`config.mk`:
```
export PLATFORM = sky130hd
export DESIGN_NAME = synd_trap_seq
export DESIGN_NICKNAME = d
export VERILOG_FILES = /design/src/rtl/qr_dec_pkg.sv /design/src/rtl/synd_trap_seq_popcnt_le.sv /design/src/rtl/synd_trap_seq.sv
export SDC_FILE = /design/constraint.sdc
export NUM_CORES = 1
export LEC_CHECK = 0
export CORE_ASPECT_RATIO = 0.9
export CORE_MARGIN = 2
export CORE_UTILIZATION = 48
export DETAILED_ROUTE_END_ITERATION = 16
export GPL_TIMING_DRIVEN = 0
export PLACE_DENSITY = 0.84
export SLEW_MARGIN = 20
export SYNTH_ARGS = -nofsm -noshare
export SYNTH_HDL_FRONTEND = slang
export SYNTH_SLANG_ARGS = --single-unit
```
`constraint.sdc`:
```
create_clock -name clk -period 6.4 [get_ports clk]
set_clock_uncertainty 0.2 [all_clocks]
set_input_delay 1.28 -clock clk [delete_from_list [all_inputs] [get_ports clk]]
set_output_delay 1.28 -clock clk [all_outputs]
set_load 0.1 [all_outputs]
```
`src/rtl/qr_dec_pkg.sv`:
```
// Purpose: shared constants, state encoding and LFSR step for the QR syndrome path.
// Latency: n/a (types, constants and a combinational helper only).
// Backpressure: n/a.
package qr_dec_pkg;

  // Syndrome / LFSR width and trap threshold (hit when popcount <= T_DEF).
  localparam int R_DEF       = 36;
  localparam int T_DEF       = 5;
  localparam int N_SHIFT_DEF = 63;
  localparam logic [R_DEF-1:0] GPOLY_DEF = 36'h6_9B5C_2E47;

  // Popcount of an R_DEF-bit word needs ceil(log2(R_DEF+1)) bits.
  localparam int PCNT_W = $clog2(R_DEF + 1);

  typedef enum logic [1:0] {
    IDLE = 2'd0,
    SCAN = 2'd1,
    DONE = 2'd2
  } state_t;

  // Multiply by x modulo g(x): shift up one place, fold the dropped x^R term
  // back in through the low-order generator coefficients.
  function automatic logic [R_DEF-1:0] lfsr_step(input logic [R_DEF-1:0] s,
                                                  input logic [R_DEF-1:0] gpoly);
    return {s[R_DEF-2:0], 1'b0} ^ (s[R_DEF-1] ? gpoly : '0);
  endfunction

endpackage

```
`src/rtl/synd_trap_seq_popcnt_le.sv`:
```
// Purpose: combinational test "popcount(d) <= TH".
// Latency: 0 cycles (purely combinational).
// Backpressure: none; output follows input.
module popcnt_le #(
  parameter int W  = 36,
  parameter int TH = 5
) (
  input  logic [W-1:0] d,
  output logic         le
);

  localparam int NG = (W + 2) / 3;
  localparam int SW = $clog2(W + 1);

  logic [NG*3-1:0] pad;
  logic [1:0]      grp [NG];
  logic [SW-1:0]   sum;

  // Zero-extend the input to a whole number of 3-bit groups.
  always_comb begin
    pad        = '0;
    pad[W-1:0] = d;
  end

  // Each 3-bit group reduces to a 2-bit count.
  always_comb begin
    for (int i = 0; i < NG; i++) begin
      grp[i] = {1'b0, pad[3*i]} + {1'b0, pad[3*i+1]} + {1'b0, pad[3*i+2]};
    end
  end

  // Reduce the group counts; synthesis is free to rebalance into a tree.
  always_comb begin
    sum = '0;
    for (int i = 0; i < NG; i++) begin
      sum = sum + SW'(grp[i]);
    end
  end

  assign le = (sum <= SW'(TH));

endmodule

```
`src/rtl/synd_trap_seq.sv`:
```
// Purpose: error-trapping sequencer; steps a syndrome through cyclic shifts until its weight <= T.
// Latency: hit at shift k gives done k+2 cycles after start; a miss gives done N_SHIFT+1 cycles after start.
// Backpressure: start is ignored while busy; abort cancels a scan with no done pulse.
module synd_trap_seq
  import qr_dec_pkg::*;
#(
  parameter logic [R_DEF-1:0] GPOLY   = GPOLY_DEF,
  parameter int               N_SHIFT = N_SHIFT_DEF
) (
  input  logic                       clk,
  input  logic                       rst,
  input  logic                       start,
  input  logic [R_DEF-1:0]           synd_in,
  input  logic                       abort,
  output logic                       busy,
  output logic                       done,
  output logic                       found,
  output logic [$clog2(N_SHIFT)-1:0] shift_cnt,
  output logic [R_DEF-1:0]           err_pat
);

  localparam int KW = $clog2(N_SHIFT);
  localparam logic [KW-1:0] K_LAST = KW'(N_SHIFT - 1);

  state_t           state;
  logic [R_DEF-1:0] s;
  logic [KW-1:0]    k;
  logic             hit;

  // The single shared weight checker, evaluated on the current shift every cycle.
  popcnt_le #(
    .W  (R_DEF),
    .TH (T_DEF)
  ) u_popcnt_le (
    .d  (s),
    .le (hit)
  );

  // Sequencer: load, scan shifts one per cycle, report, with abort/reset cancelling.
  always_ff @(posedge clk) begin
    if (rst) begin
      state     <= IDLE;
      s         <= '0;
      k         <= '0;
      busy      <= 1'b0;
      done      <= 1'b0;
      found     <= 1'b0;
      shift_cnt <= '0;
      err_pat   <= '0;
    end else begin
      case (state)
        IDLE: begin
          done <= 1'b0;
          if (start) begin
            s         <= synd_in;
            k         <= '0;
            found     <= 1'b0;
            shift_cnt <= '0;
            err_pat   <= '0;
            busy      <= 1'b1;
            state     <= SCAN;
          end
        end

        SCAN: begin
          if (abort) begin
            // Abort beats a same-cycle hit: drop everything, no done.
            found     <= 1'b0;
            shift_cnt <= '0;
            err_pat   <= '0;
            busy      <= 1'b0;
            state     <= IDLE;
          end else if (hit) begin
            found     <= 1'b1;
            shift_cnt <= k;
            err_pat   <= s;
            done      <= 1'b1;
            state     <= DONE;
          end else if (k == K_LAST) begin
            found     <= 1'b0;
            shift_cnt <= '0;
            err_pat   <= '0;
            done      <= 1'b1;
            state     <= DONE;
          end else begin
            s <= lfsr_step(s, GPOLY);
            k <= k + 1'b1;
          end
        end

        DONE: begin
          done  <= 1'b0;
          busy  <= 1'b0;
          state <= IDLE;
          if (abort) begin
            found     <= 1'b0;
            shift_cnt <= '0;
            err_pat   <= '0;
          end
        end

        default: begin
          done  <= 1'b0;
          busy  <= 1'b0;
          state <= IDLE;
        end
      endcase
    end
  end

endmodule

```
# Word-level counts from Yosys, hierarchy flattened
# Index checks and enable logic that the tools add are counted.
# word_totals
reg_bits	89
latch_bits	0
ram_bits	0
rom_bits	0
mem_count	0
# classes
add_sub_neg	36
n_mul	0
div_mod_pow	0
order_cmp	1
n_eq_ne	10
shifts	0
mux	37
n_bitwise	3
reduce_logical	10
# op_table
operator	count
two-way mux 36 bit	9
one-hot mux 36 bit (3 select lines)	1
one-hot mux 36 bit (2 select lines)	1
adder 6 x 2 -> 6 bit	10
two-way mux 6 bit	8
XOR 36 x 35 -> 36 bit	1
two-way mux 35 bit	1
adder 1 x 1 -> 2 bit	12
adder 2 x 1 -> 2 bit	12
one-hot mux 6 bit (3 select lines)	1
!= test 2 bit (second input constant)	6
one-hot mux 6 bit (2 select lines)	1
two-way mux 1 bit	8
two-way mux 2 bit	4
adder 6 x 1 -> 6 bit (second input constant)	1
equality test 6 bit (second input constant)	1
less-or-equal comparator 6 x 3 -> 1 bit (second input constant)	1
AND reduction 2 bit	3
AND reduction 5 bit	1
!= test 4 bit (second input constant)	1
one-hot mux 2 bit (2 select lines)	1
AND reduction 4 bit	1
nonzero test 2 bit	2
adder 2 x 2 -> 3 bit	1
other kinds (8)	9

# Longest topological paths before layout
# Gate-level depths: netlist of the first run.
# logic_depth
word_depth	17
mapped_depth	26
depth_no_buf	24

# Hierarchy
# Synthesis of the first run repeated with hierarchy kept, for this count alone.
# hier_totals
cells_unflattened	503
area_unflattened_um2	4695.8
# modules_own_cells
module	n_inst	cells_each	area_per_inst_um2	seq_area_each_um2
synd_trap_seq	1	412	3794.9	1781.7
popcnt_le	1	91	900.9	0.0

# Worst setup path before layout of the first run
# OpenSTA, ideal clock, no wires.
# synth_timing
path_kind	reg-to-reg
from	reg s[0]
to	reg err_pat[10]
setup_ps	62
t_arrival_ps	6723
required_time_ps	6138
slack_ps	-585
stages_incl_launch_ff	23
period_less_slack_ps	6985
path_cell_list	dfxtp_1 -> fa_1 -> inv_1 -> fa_1 -> inv_1 -> ha_1 -> inv_1 -> fa_1 -> fa_1 -> fa_1 -> fa_1 -> fa_1 -> fa_1 -> fa_1 -> inv_1 -> fa_1 -> nor3b_2 -> o21a_2 -> o211ai_4 -> o21a_1 -> nor4_4 -> buf_6 -> a22o_1
# synth_between
elab_chain_len	17
elab_cells_between_ends	19
classes_between	add/sub (13); order compare (1); eq/ne (1); mux (3); reduce/logical (1)
# synth_rtl
item	line_no	source
start, declared	synd_trap_seq.sv:26	logic [R_DEF-1:0] s;
start signal, assigned	synd_trap_seq.sv:55	s <= synd_in;
start signal, assigned	synd_trap_seq.sv:86	s <= lfsr_step(s, GPOLY);
adder 1 x 1 -> 2 bit *	synd_trap_seq_popcnt_le.sv:28	grp[i] = {1'b0, pad[3*i]} + {1'b0, pad[3*i+1]} + {1'b0, pad[3*i+2]};
adder 2 x 1 -> 2 bit *	synd_trap_seq_popcnt_le.sv:28	
adder 2 x 2 -> 3 bit *	synd_trap_seq_popcnt_le.sv:36	sum = sum + SW'(grp[i]);
adder 6 x 2 -> 6 bit * (10 in a row)	synd_trap_seq_popcnt_le.sv:36	
less-or-equal comparator 6 x 3 -> 1 bit *	synd_trap_seq_popcnt_le.sv:40	assign le = (sum <= SW'(TH));
two-way mux 36 bit	synd_trap_seq.sv:73	end else if (hit) begin
two-way mux 36 bit	synd_trap_seq.sv:66	if (abort) begin
one-hot mux 36 bit (3 select lines)	synd_trap_seq.sv:51	case (state)
end signal, assigned	synd_trap_seq.sv:76	err_pat <= s;
end, declared	synd_trap_seq.sv:19	output logic [R_DEF-1:0] err_pat
# Every way passes the cells marked *; elsewhere a longest branch is shown, timed or not.
# A chain may end at the register's enable or synchronous reset.

# Final worst setup path of the first run
# layout_timing
from	reg s[0]
to	reg s[24]
# layout_between
elab_chain_len	16
# layout_rtl
item	line_no
adder 1 x 1 -> 2 bit	synd_trap_seq_popcnt_le.sv:28
adder 2 x 1 -> 2 bit	synd_trap_seq_popcnt_le.sv:28
adder 2 x 2 -> 3 bit	synd_trap_seq_popcnt_le.sv:36
adder 6 x 2 -> 6 bit (10 in a row)	synd_trap_seq_popcnt_le.sv:36
less-or-equal comparator 6 x 3 -> 1 bit	synd_trap_seq_popcnt_le.sv:40
!= test 2 bit (no source line)	n/a
AND reduction 5 bit (no source line)	n/a
# No other way between the ends.

==> impl.org, run 1 <==
** Outcome
- Result of the run :: finished, violations left
- Failing checks :: negative setup slack

** Synthesis
- Gate count after technology mapping :: 483
- The share of synthesized area in the top cell type comes to 0.381.
- Biggest area consumer among synthesized cells :: dfxtp_1
- Mapped Nets :: 564
- Distinct cells, synth :: 44
- Number of storage elements in the synthesis netlist :: 89
- In this run the mean area of a mapped cell was 9.69 um2.
- The synthesized design contains 0 enable-type register cells.
- For this run, asynchronously set or reset flops after synthesis account for 0.
- Most common flop cell mapped by yosys :: dfxtp_1
- Of the synthesized area, sequential elements account for 0.381.
- During synthesis, Yosys emitted a total of 0 warnings.
- Top post-synthesis cells by area :: dfxtp_1 38%, fa_1 12%, a22o_1 7.9%
- Total standard cell area after synthesis :: roughly 4700 um2
- In the synthesized netlist, the cells that appear most often are 89 x dfxtp_1, 59 x nand2_1, 49 x inv_1.
- Yosys instantiated no cell more often than dfxtp_1.

** Clock tree
- CTS tree :: built
- The later pin in the worst-skew pair is clocked with a latency of between 300 and 400 ps.
- After clock tree synthesis, the clock-pin slew on the worst setup and hold paths is around 90 ps.
- No sink is reached through more buffers than the 2 on the longest clock path.
- Cts bufs inserted :: 9
- CTS Root Buffer Type :: clkbuf_8
- For this design, the sink count on the clock tree is 89.
- In this run the number of H-tree levels came out at 3.
- For this design, the CTS-stage hold fixing added 0 buffers.

** Setup path
- The worst register-to-register path has a depth of 24.
- The worst setup path is launched from a flop.
- Required time worst endpoint :: 6490 ps
- Crit end category :: flop
- The critical path is of the reg2reg type.
- CP Data Arrival Time :: roughly 7500 ps
- Maximum fanout count along the critical path :: 5

** Place
- The congestion estimate from routability-driven global placement came to 0.897.
- Count of port buffers added during placement :: 84
- Placed standard-cell area :: 5720 um2
- Post-detailed-placement half-perimeter wirelength :: 8.89 mm

** Routing
- Dividing the detail-routed wire length by the instance count gives roughly 19 um.
- TritonRoute pass-1 iters :: 5
- After detailed routing, the number of remaining DRC violations is 0.
- Dividing the detail-routed via count by the number of cells gives 5.60.
- After the first detailed-routing iteration, the DRC count stood at 298.
- In this run the remaining antenna-violating nets after routing total 0.
- Routed vias :: 4077
- After detailed routing, the total wire length is approximately 14 mm.

** GRT
- Entering global routing, the biggest net connects 15 pins.
- Global routing finished with a remaining overflow of 0.
- The number of antenna violations at the first check in global routing came to 0.
- Across every metal layer, demand over resource in global routing totals 0.255.
- The first global-routing pass estimated 20.7 mm of wire.
- The via count of the first global-routing pass was 4137.

** Die
- Measured along the x axis, the die boundary spans 108 um.
- The floorplan has 34 rows.
- I/O Pins :: between 80 and 90
- Die footprint :: 10600 um2
- The core region is around 9600 um2.
- Chip Height :: 97.7 um
- The initial utilization of the core area, before any placement, comes to 0.489.

** Timing
- Worst Tran Pin Value :: 997 ps
- In the finished design, the share of the clock period the worst path needs comes to 1.16.
- Achievable clock frequency :: about 0.13 GHz
- The routed design could run at a clock period as short as 7420 ps.
- Setup violations remaining at the end of the flow were counted as ~90.
- The number of hold violations in the final report came to 0.
- Measured against its own limit, the worst slew margin works out to 0.333.
- Setup slack on the critical path of the routed design comes to -1020 ps.
- The count of final max-slew check failures came to 0.
- Unrepaired setup endpoints after global routing :: yes

** Worst hold path
- Cell count of the worst hold path :: 1
- Worst min-delay path class :: reg2reg

** Finish
- Signed area change from the synthesized netlist to the final layout :: 36.5%
- The final layout contains around 680 nets.
- In the final layout, the share of cells above drive strength 1 is 0.199.
- The finished cells cover 6390 um2.
- The repair_antennas step left the layout with diodes totalling 0.

** Flow run
- Count of max-cap constraint violations :: 0
-- metrics by stage --
step / util / setup slack (ps) / cells / hold WS (ps) / TNS [ps]
floorplan: - / -515 / 483 / 245 / -37080
global placement: 0.597 / -1030 / 693 / 233 / -71880
detailed placement: 0.597 / -1160 / 693 / 244 / -81760
CTS: 0.645 / -796 / 726 / 274 / -65100
global route: 0.667 / -1140 / 728 / 296 / -93520
finish: 0.667 / -1020 / 728 / 267 / -82860
-- timing repair --
action / CTS / global route
setup endpoints to repair: 88 / 88
gates cloned: 6 / 0
buffers inserted: 12 / 4
gates resized for setup: 30 / 53
hold endpoints to repair: 0 / 0
pin swaps: 11 / 28
-- cell type report --
type | count | area [um2]
tap | 126 | 158
inverter | 49 | 184
multi-input combinational | 314 | 2740
fill | 692 | 3180
timing repair buffer | 104 | 1060
buffer | 30 | 243
sequential | 89 | 1790
clock buffer | 12 | 145
clock inverter | 4 | 76.3
-- flip-flops by register name, indices dropped and copies added (netlist names) --
register   flops
busy           1
done           1
err_pat       36
found          1
k              6
s             36
shift_cnt      6
state          2
-- cells in the final DEF (no fill, tap or decap), drive strengths merged, types with 2 or more instances in the layout --
master	netlist	final
dfxtp	89	89
clkdlybuf4s50	0	84
nand2	60	60
inv	49	49
a22o	42	42
buf	22	41
nor2	36	36
a21oi	36	36
fa	28	28
o21ai	21	21
clkbuf	9	21
a211oi	19	19
xnor2	18	18
ha	13	13
mux2i	6	6
nor2b	4	4
a21o	3	3
o211ai	3	3
o21a	3	3
nor4	2	2
nand2b	2	2
nand3	2	2
nand4b	2	2
or3	2	2
bufinv	0	2
o31ai	2	2
-- logic make-up (layout without fill, tap and decap cells) --
family,after synthesis,count (layout),share of synthesized area
buf+inv,80,199,0.0802
simple gates,116,116,0.117
compound gates,133,133,0.221
flops,89,89,0.381
fa+ha+maj,41,41,0.155
mux,6,6,0.0128
xor+xnor,18,18,0.0337
-- worst max-delay path, cell delays in order (launching register included) --
cell and delay [ps]:
dfxtp_4 350, fa_1 530, inv_1 50, fa_1 490, inv_2 50, ha_4 260, inv_2 30, fa_1 500
fa_1 450, fa_1 520, fa_1 440, fa_1 560, fa_1 470, fa_2 370, inv_2 70, fa_2 460
nor3b_2 300, o21a_2 250, o211ai_4 120, buf_6 160, a21oi_4 220, buf_6 150, buf_8 140, nand2_4 60
a21oi_2 140
-- metal layers --
| layer | wire, um | global-route usage | share of wire | up-vias |
|---|---|---|---|---|
| met2 | 6550 | 0.411 | 0.48 | 207 |
| met5 | 0 | 0 | 0 | - |
| met4 | 718 | 0.146 | 0.052 | 0 |
| met3 | 1010 | 0.0423 | 0.074 | 66 |
| met1 | 5460 | 0.320 | 0.40 | 1952 |
| li1 | - | - | - | 1852 |
-- final timing paths --
kind                             end               from  slack [ps]
setup / recovery  s[24]$_SDFFE_PP0P_  s[0]$_SDFFE_PP0P_       -1020
hold / removal     done$_SDFFE_PP0P_  done$_SDFFE_PP0P_         270
setup reg to reg  s[24]$_SDFFE_PP0P_  s[0]$_SDFFE_PP0P_       -1020
hold reg to reg    done$_SDFFE_PP0P_  done$_SDFFE_PP0P_         270
Power of run 1 is not shown: default switching activity piles up to over one toggle a cycle in this logic, so the estimate is an artifact.
==> inputs of run 2 (changes only) <==
--- a/config.mk
+++ b/config.mk
@@ -10,7 +10,7 @@
 export CORE_UTILIZATION = 48
 export DETAILED_ROUTE_END_ITERATION = 16
 export GPL_TIMING_DRIVEN = 0
-export PLACE_DENSITY = 0.84
+export PLACE_DENSITY = 0.88
 export SLEW_MARGIN = 20
 export SYNTH_ARGS = -nofsm -noshare
 export SYNTH_HDL_FRONTEND = slang
==> impl.org, run 2 (synthesized netlist as in run 1, its figures left out) <==
** Outcome
- Result of the run: finished, violations left (unchanged).
- Failing checks: negative setup slack (unchanged).

** Routing
- The total wire length came to 12.8 mm (was 13.7 mm).
- Routed vias :: 4034 (was 4077)
- The number of remaining DRC errors was 0 (unchanged).
- The total met2 wirelength after detailed routing was 6.36 mm (was 6.55 mm).
- The detailed-route vias per instance is 5.60 (about the same).
- Detail Route Antenna Nets :: 0 (unchanged)
- Top routing layer used :: met4 (unchanged)
- The sum of met3 wire segment lengths after detailed routing was 948 um (was 1.01 mm).
- Iter 0 DRT Violations :: 264 (was 298)
- The average wire per standard cell was 17.8 um (was 18.9 um).
- TritonRoute pass-1 iters :: 5 (unchanged)
- Wire length on met1 :: 5.10 mm (was 5.46 mm)

** Die
- The core area was 9570 um2 (unchanged).
- The total I/O pin count came to 85 (unchanged).
- Die footprint :: 10600 um2 (unchanged)
- The chip width was 108 um (unchanged).
- Std cell rows :: 34 (unchanged)
- Chip Height :: 97.7 um (unchanged)
- Starting Density :: 0.489 (unchanged)

** GRT
- The via count of the first global-routing pass was 4087 (was 4137).
- The number of antenna violations at the first check in global routing came to 0 (unchanged).
- Largest net degree at the start of global routing :: 15 (unchanged)
- Combined global-route utilization of all metal layers :: 0.241 (was 0.255)
- Wire length of the first global-routing pass :: 19.9 mm (was 20.7 mm)
- Residual overflow from global routing :: 0 (unchanged)

** Finish
- The most common library cell in the layout ignoring fill and taps is dfxtp_1 (unchanged).
- The final-layout fill cell count is 739 (was 692).
- The area of the multi-input gates was 2570 um2 (was 2740 um2).
- Nets :: 670 (was 678)
- Commonest cells after routing, fill and taps aside :: 87 x dfxtp_1, 84 x clkdlybuf4s50_1, 58 x nand2_1, 48 x inv_1, 42 x a22o_1 (was 87 x dfxtp_1, 84 x clkdlybuf4s50_1, 49 x nand2_1, 46 x inv_1, 42 x a22o_1)
- The ratio of cells with drive above 1 in the final layout was 0.143 (was 0.199).
- The area added between synthesis and finish was 30.9% (was 36.5%).
- The core utilization of the finished layout was 0.640 (was 0.667).
- Leading registers by flop count: err_pat: 36 flops, s: 36 flops (unchanged).
- The storage element area was 1790 um2 (unchanged).
- The final instance count without filler cells is 720 (was 728).
- Antenna diode instance count :: 0 (unchanged)

** Timing
- The slew at the pin closest to its max-slew limit is 986 ps (was 997 ps).
- Unrepaired setup endpoints after global routing: yes (unchanged).
- Part of the cycle the worst path needs :: 1.12 (was 1.16)
- Max-slew violation count :: 0 (unchanged)
- Final worst path period need :: 7180 ps (was 7420 ps)
- The count of endpoints failing setup in the final report was 88 (unchanged).
- Achievable clock frequency :: 0.139 GHz (was 0.135 GHz)
- The slack of the critical path is -785 ps (was -1020 ps).
- The number of hold violations in the final report was 0 (unchanged).
- The final setup TNS was -63310 ps (was -82860 ps).
- Headroom to the max-slew limit :: 0.341 (was 0.333)

** Setup path
- Crit end category :: flop (unchanged)
- The arrival time of data at the critical path endpoint is 7280 ps (was 7520 ps).
- Launching point of the worst reg2reg path :: s[0]$_SDFFE_PP0P_ (unchanged)
- The maximum fanout along the worst path was 5 (unchanged).
- Required time worst endpoint :: 6500 ps (was 6490 ps)
- Launch point of the critical path :: s[0]$_SDFFE_PP0P_ (unchanged)
- The startpoint class of the critical path is a flop (unchanged).
- The number of cells traversed by the worst register-to-register path came to 22 (was 24).
- Startpoint-to-endpoint class of the critical path :: reg2reg (unchanged)

** Worst hold path
- The path category of the worst min-delay check is reg2reg (unchanged).
- The cell count of the worst hold path is 1 (unchanged).
- The beginning of the worst hold path is found$_SDFFE_PP0P_ (was done$_SDFFE_PP0P_).

** Place
- Count of port buffers added during placement :: 84 (unchanged)
- The final estimated routing congestion in global placement was 0.920 (was 0.897).
- Placed cells :: 693 (unchanged)
- Post-detailed-placement half-perimeter wirelength :: 8.99 mm (was 8.89 mm)

** Clock tree
- Cts-stage hold buffer count :: 0 (unchanged)
- CTS Root Buffer Type :: clkbuf_8 (unchanged)
- CTS H-tree depth :: 3 (unchanged)
- The clock sink count is 89 (unchanged).
- The buffer depth of the longest clock path is 2 (unchanged).
- Cts bufs inserted :: 9 (unchanged)
- Clock slew seen by the registers of the worst setup and hold paths :: 90 ps (about the same)
- CTS tree :: built (unchanged)
- The clock network latency to the later pin of the worst-skew pair is 360 ps (was 370 ps).

** Flow run
- The number of maximum-capacitance constraint violations was 0 (unchanged).
run 2: path summary, 6_finish.rpt:
check | end | slack [ps]
worst min-delay path | found$_SDFFE_PP0P_ | 260
worst max-delay path | done$_SDFFE_PP0P_ | -780
worst min register to register | found$_SDFFE_PP0P_ | 260
worst max register to register | done$_SDFFE_PP0P_ | -780
run 2: through the flow:
stage	worst slack [ps]	hold slack (ps)	instance area (um2)
floorplan	-515	245	4720
global placement	-1050	235	5720
detailed placement	-1090	246	5720
CTS	-827	267	6040
global route	-975	292	6130
finish	-785	261	6130
run 2: layer usage:
metal / GRT usage / up-vias
li1: - / 1838
met5: 0 / -
met4: 0.0878 / 0
met3: 0.0691 / 41
met1: 0.294 / 1977
met2: 0.403 / 178
run 2: final cells by class:
| cell class | instances | share of cell area |
|---|---|---|
| clock inverters | 5 | 0.0167 |
| clock buffers | 11 | 0.0231 |
| repair buffers | 96 | 0.155 |
| inverters | 49 | 0.0300 |
| plain buffers | 30 | 0.0372 |
| flip-flops and latches | 89 | 0.292 |
| well taps | 126 | 0.0257 |
| multi-input cells | 314 | 0.420 |
run 2: critical path, cell delays in order, from the launching register on:
cell and delay (ps):
dfxtp_4 350, fa_1 520, inv_1 50, fa_1 480, inv_1 50, ha_1 260, inv_1 40, fa_1 470
fa_1 530, fa_1 440, fa_1 530, fa_1 430, fa_1 500, fa_2 390, inv_2 70, fa_2 470
nor3b_2 170, o21a_2 180, o211ai_4 130, o21a_1 190, buf_4 150, a2111oi_2 410, a21o_1 130
run 2: repair_timing:
item / 4_1_cts / 5_1_grt
endpoints found under the setup margin: 88 / 88
pin swaps: 8 / 4
cloned: 1 / 0
gates resized for setup: 7 / 13
hold endpoints to repair: 0 / 0
buffers inserted: 6 / 5
Power of run 2 is left out for the same reason.
==> inputs of run 3 (changes only) <==
--- a/config.mk
+++ b/config.mk
@@ -5,12 +5,14 @@
 export SDC_FILE = /design/constraint.sdc
 export NUM_CORES = 1
 export LEC_CHECK = 0
+export ABC_CLOCK_PERIOD_IN_PS = 6400
 export CORE_ASPECT_RATIO = 0.9
-export CORE_MARGIN = 2
-export CORE_UTILIZATION = 48
+export CORE_MARGIN = 5
+export CORE_UTILIZATION = 51
 export DETAILED_ROUTE_END_ITERATION = 16
+export DONT_BUFFER_PORTS = 1
 export GPL_TIMING_DRIVEN = 0
-export PLACE_DENSITY = 0.88
+export PLACE_DENSITY = 0.8
 export SLEW_MARGIN = 20
 export SYNTH_ARGS = -nofsm -noshare
 export SYNTH_HDL_FRONTEND = slang
==> impl.org, run 3 (synthesized netlist as in run 1, its figures left out) <==
** Outcome
- Result of the run :: finished, violations left (unchanged)
- Failing checks: negative setup slack (unchanged).

** Finish
- Combined area of the multi-input logic cells :: 2740 um2 (was 2570 um2)
- Layout cells sized above 1 :: 0.251 (was 0.143)
- The area added between synthesis and finish was 20.1% (was 30.9%).
- Leading registers by flop count: err_pat: 36 flops, s: 36 flops (unchanged).
- Nets :: 597 (was 670)
- Commonest cells after routing, fill and taps aside: 87 x dfxtp_1, 45 x inv_1, 42 x nand2_1, 42 x a22o_1, 30 x nor2_1 (was 87 x dfxtp_1, 84 x clkdlybuf4s50_1, 58 x nand2_1, 48 x inv_1, 42 x a22o_1).
- The most common library cell in the layout ignoring fill and taps is dfxtp_1 (unchanged).
- Sequential cell area :: 1790 um2 (unchanged)
- The final-layout fill cell count was 662 (was 739).
- The number of diodes was 0 (unchanged).
- The final instance count without filler cells was 643 (was 720).

** Timing
- Number of hold-slack violations in the final timing report :: 0 (unchanged)
- The worst slew slack as a fraction of its limit is 0.332 (was 0.341).
- Total negative slack for setup checks :: -67720 ps (was -63310 ps)
- The top achievable clock speed is 0.139 GHz (about the same).
- The slew at the pin closest to its max-slew limit is 1000 ps (was 986 ps).
- The slack of the critical path is -808 ps (was -785 ps).
- Unrepaired setup endpoints after global routing: yes (unchanged).
- Max-slew violation count :: 0 (unchanged)
- Part of the cycle the worst path needs :: 1.13 (was 1.12)
- The minimum clock period after layout is 7210 ps (was 7180 ps).
- The count of endpoints failing setup in the final report was 88 (unchanged).

** GRT
- Largest net degree at the start of global routing :: 16 (was 15)
- The via count of the first global-routing pass came to 3786 (was 4087).
- The number of antenna violations at the first check in global routing was 0 (unchanged).
- Combined global-route utilization of all metal layers :: 0.233 (was 0.241)
- The sum of overflow across all layers after global routing is 0 (unchanged).
- The global-route wire length before repair came to 20.3 mm (was 19.9 mm).

** Clock tree
- The clock network latency to the later pin of the worst-skew pair came to 380 ps (was 360 ps).
- The CTS tree is built (unchanged).
- CTS H-tree depth :: 3 (unchanged)
- Number of buffers on the longest clock path :: 2 (unchanged)
- The number of buffers created by CTS is 9 (unchanged).
- The library cell used as clock root buffer was clkbuf_8 (unchanged).
- Clock slew seen by the registers of the worst setup and hold paths :: 100 ps (was 90 ps)
- CTS sink count :: 89 (unchanged)
- The number of buffers inserted by hold repair at cts was 0 (unchanged).

** Die
- The number of placement rows was 33 (was 34).
- Die X-Extent :: 111 um (was 108 um)
- The core area came to 9040 um2 (was 9570 um2).
- I/O Pins :: 85 (unchanged)
- The die height was 101 um (was 97.7 um).
- The effective utilization at floorplan is 0.518 (was 0.489).
- The die footprint was 11200 um2 (was 10600 um2).

** Worst hold path
- Worst hold start :: s[11]$_SDFFE_PP0P_ (was found$_SDFFE_PP0P_)
- Worst min-delay path class :: reg2reg (unchanged)
- Cell count of the worst hold path :: 2 (was 1)

** Place
- The number of buffers inserted by port buffering is 0 (was 84).
- The HPWL reported at the end of detailed placement was 8.72 mm (was 8.99 mm).
- Placed cells :: 605 (was 693)
- The final estimated routing congestion in global placement came to 0.918 (was 0.920).
- The post-placement setup slack was -1130 ps (was -1090 ps).

** Routing
- Routed len/inst :: 21.0 um (was 17.8 um)
- Routed vias :: 3844 (was 4034)
- The number of DRC markers in iteration 0 was 369 (was 264).
- Vias per cell :: 5.98 (was 5.60)
- TritonRoute pass-1 iters :: 5 (unchanged)
- Remaining DRCs :: 0 (unchanged)
- Final Routed Wirelength :: 13.5 mm (was 12.8 mm)
- The antenna violation net count after detailed routing is 0 (unchanged).

** Setup path
- Slowest-stage cell, CP :: fa_1 (unchanged)
- The cell with the most instances on the worst path was fa_1 (unchanged).
- Family of cells with the greatest summed delay on the critical path :: adder cells (unchanged)
- Maximum fanout count along the critical path :: 5 (unchanged)
- The arrival time of data at the critical path endpoint was 7320 ps (was 7280 ps).
- Crit end category :: flop (unchanged)
- Startpoint-to-endpoint class of the critical path :: reg2reg (unchanged)
- Logic depth of the worst setup path including buffers :: 24 (was 22)
- Type of origin of the critical path :: flop (unchanged)
- Cell chain of the critical path :: fa_1, inv_2, fa_1, inv_2, ha_4, inv_2, fa_1, fa_1, fa_1, fa_1, fa_1, fa_1, fa_2, inv_2, fa_2, nor3b_2, o21a_2, o211ai_4, o21a_1, nor4_4, buf_6, buf_12, buf_8, a22o_1 (was fa_1, inv_1, fa_1, inv_1, ha_1, inv_1, fa_1, fa_1, fa_1, fa_1, fa_1, fa_1, fa_2, inv_2, fa_2, nor3b_2, o21a_2, o211ai_4, o21a_1, buf_4, a2111oi_2, a21o_1)
- Register-to-register setup slack :: -810 ps (was -780 ps)
- The source of the worst register-to-register timing path is s[0]$_SDFFE_PP0P_ (unchanged).
- The required arrival time at the worst endpoint came to 6520 ps (was 6500 ps).
- Number of cells on the worst reg-to-reg path :: 24 (was 22)
- Launch point of the critical path :: s[0]$_SDFFE_PP0P_ (unchanged)
- CP bufs+invs :: 7 (was 5)
- Slowest Stage Delay on Critical Path :: 550 ps (was 530 ps)

** Flow run
- The number of maximum-capacitance constraint violations was 0 (unchanged).
[run 3: cell type report]
type / count / area share
plain buffers: 30 / 0.0468
multi-input cells: 314 / 0.488
clock buffers: 11 / 0.0269
clock inverters: 5 / 0.00690
flip-flops and latches: 89 / 0.318
inverters: 49 / 0.0327
well taps: 122 / 0.0272
repair buffers: 23 / 0.0537
[run 3: per-layer routing]
metal | track usage | up-vias | share of wire
li1 | - | 1700 | -
met1 | 0.300 | 1897 | 0.40
met2 | 0.386 | 212 | 0.48
met3 | 0.0690 | 35 | 0.091
met4 | 0.0616 | 0 | 0.025
met5 | 0 | - | 0
[run 3: path summary, 6_finish.rpt]
| kind | end |
|---|---|
| setup / recovery | err_pat[16]$_SDFFE_PP0P_ |
| hold / removal | s[11]$_SDFFE_PP0P_ |
| setup reg to reg | err_pat[16]$_SDFFE_PP0P_ |
| hold reg to reg | s[11]$_SDFFE_PP0P_ |
[run 3: metrics by stage]
step           hold WS (ps)  utilization  cell area [um2]
6_report                289        0.621             5620
3_5_place_dp            268        0.539             4870
2_1_floorplan           245            -             4720
5_1_grt                 319        0.621             5620
4_1_cts                 280        0.594             5370
3_3_place_gp            258        0.539             4870
[run 3: timing repair]
action,4_1_cts,5_1_grt
buffers inserted,14,2
gates resized for setup,37,52
cloned,5,4
pin swaps,17,19
setup endpoints to repair,88,88
[run 3: worst min-delay path, stage by stage, from the launching register on]
cell and delay (ps):
dfxtp_1 340, nand2_1 60, a21oi_1 50
Power of run 3 is left out for the same reason.
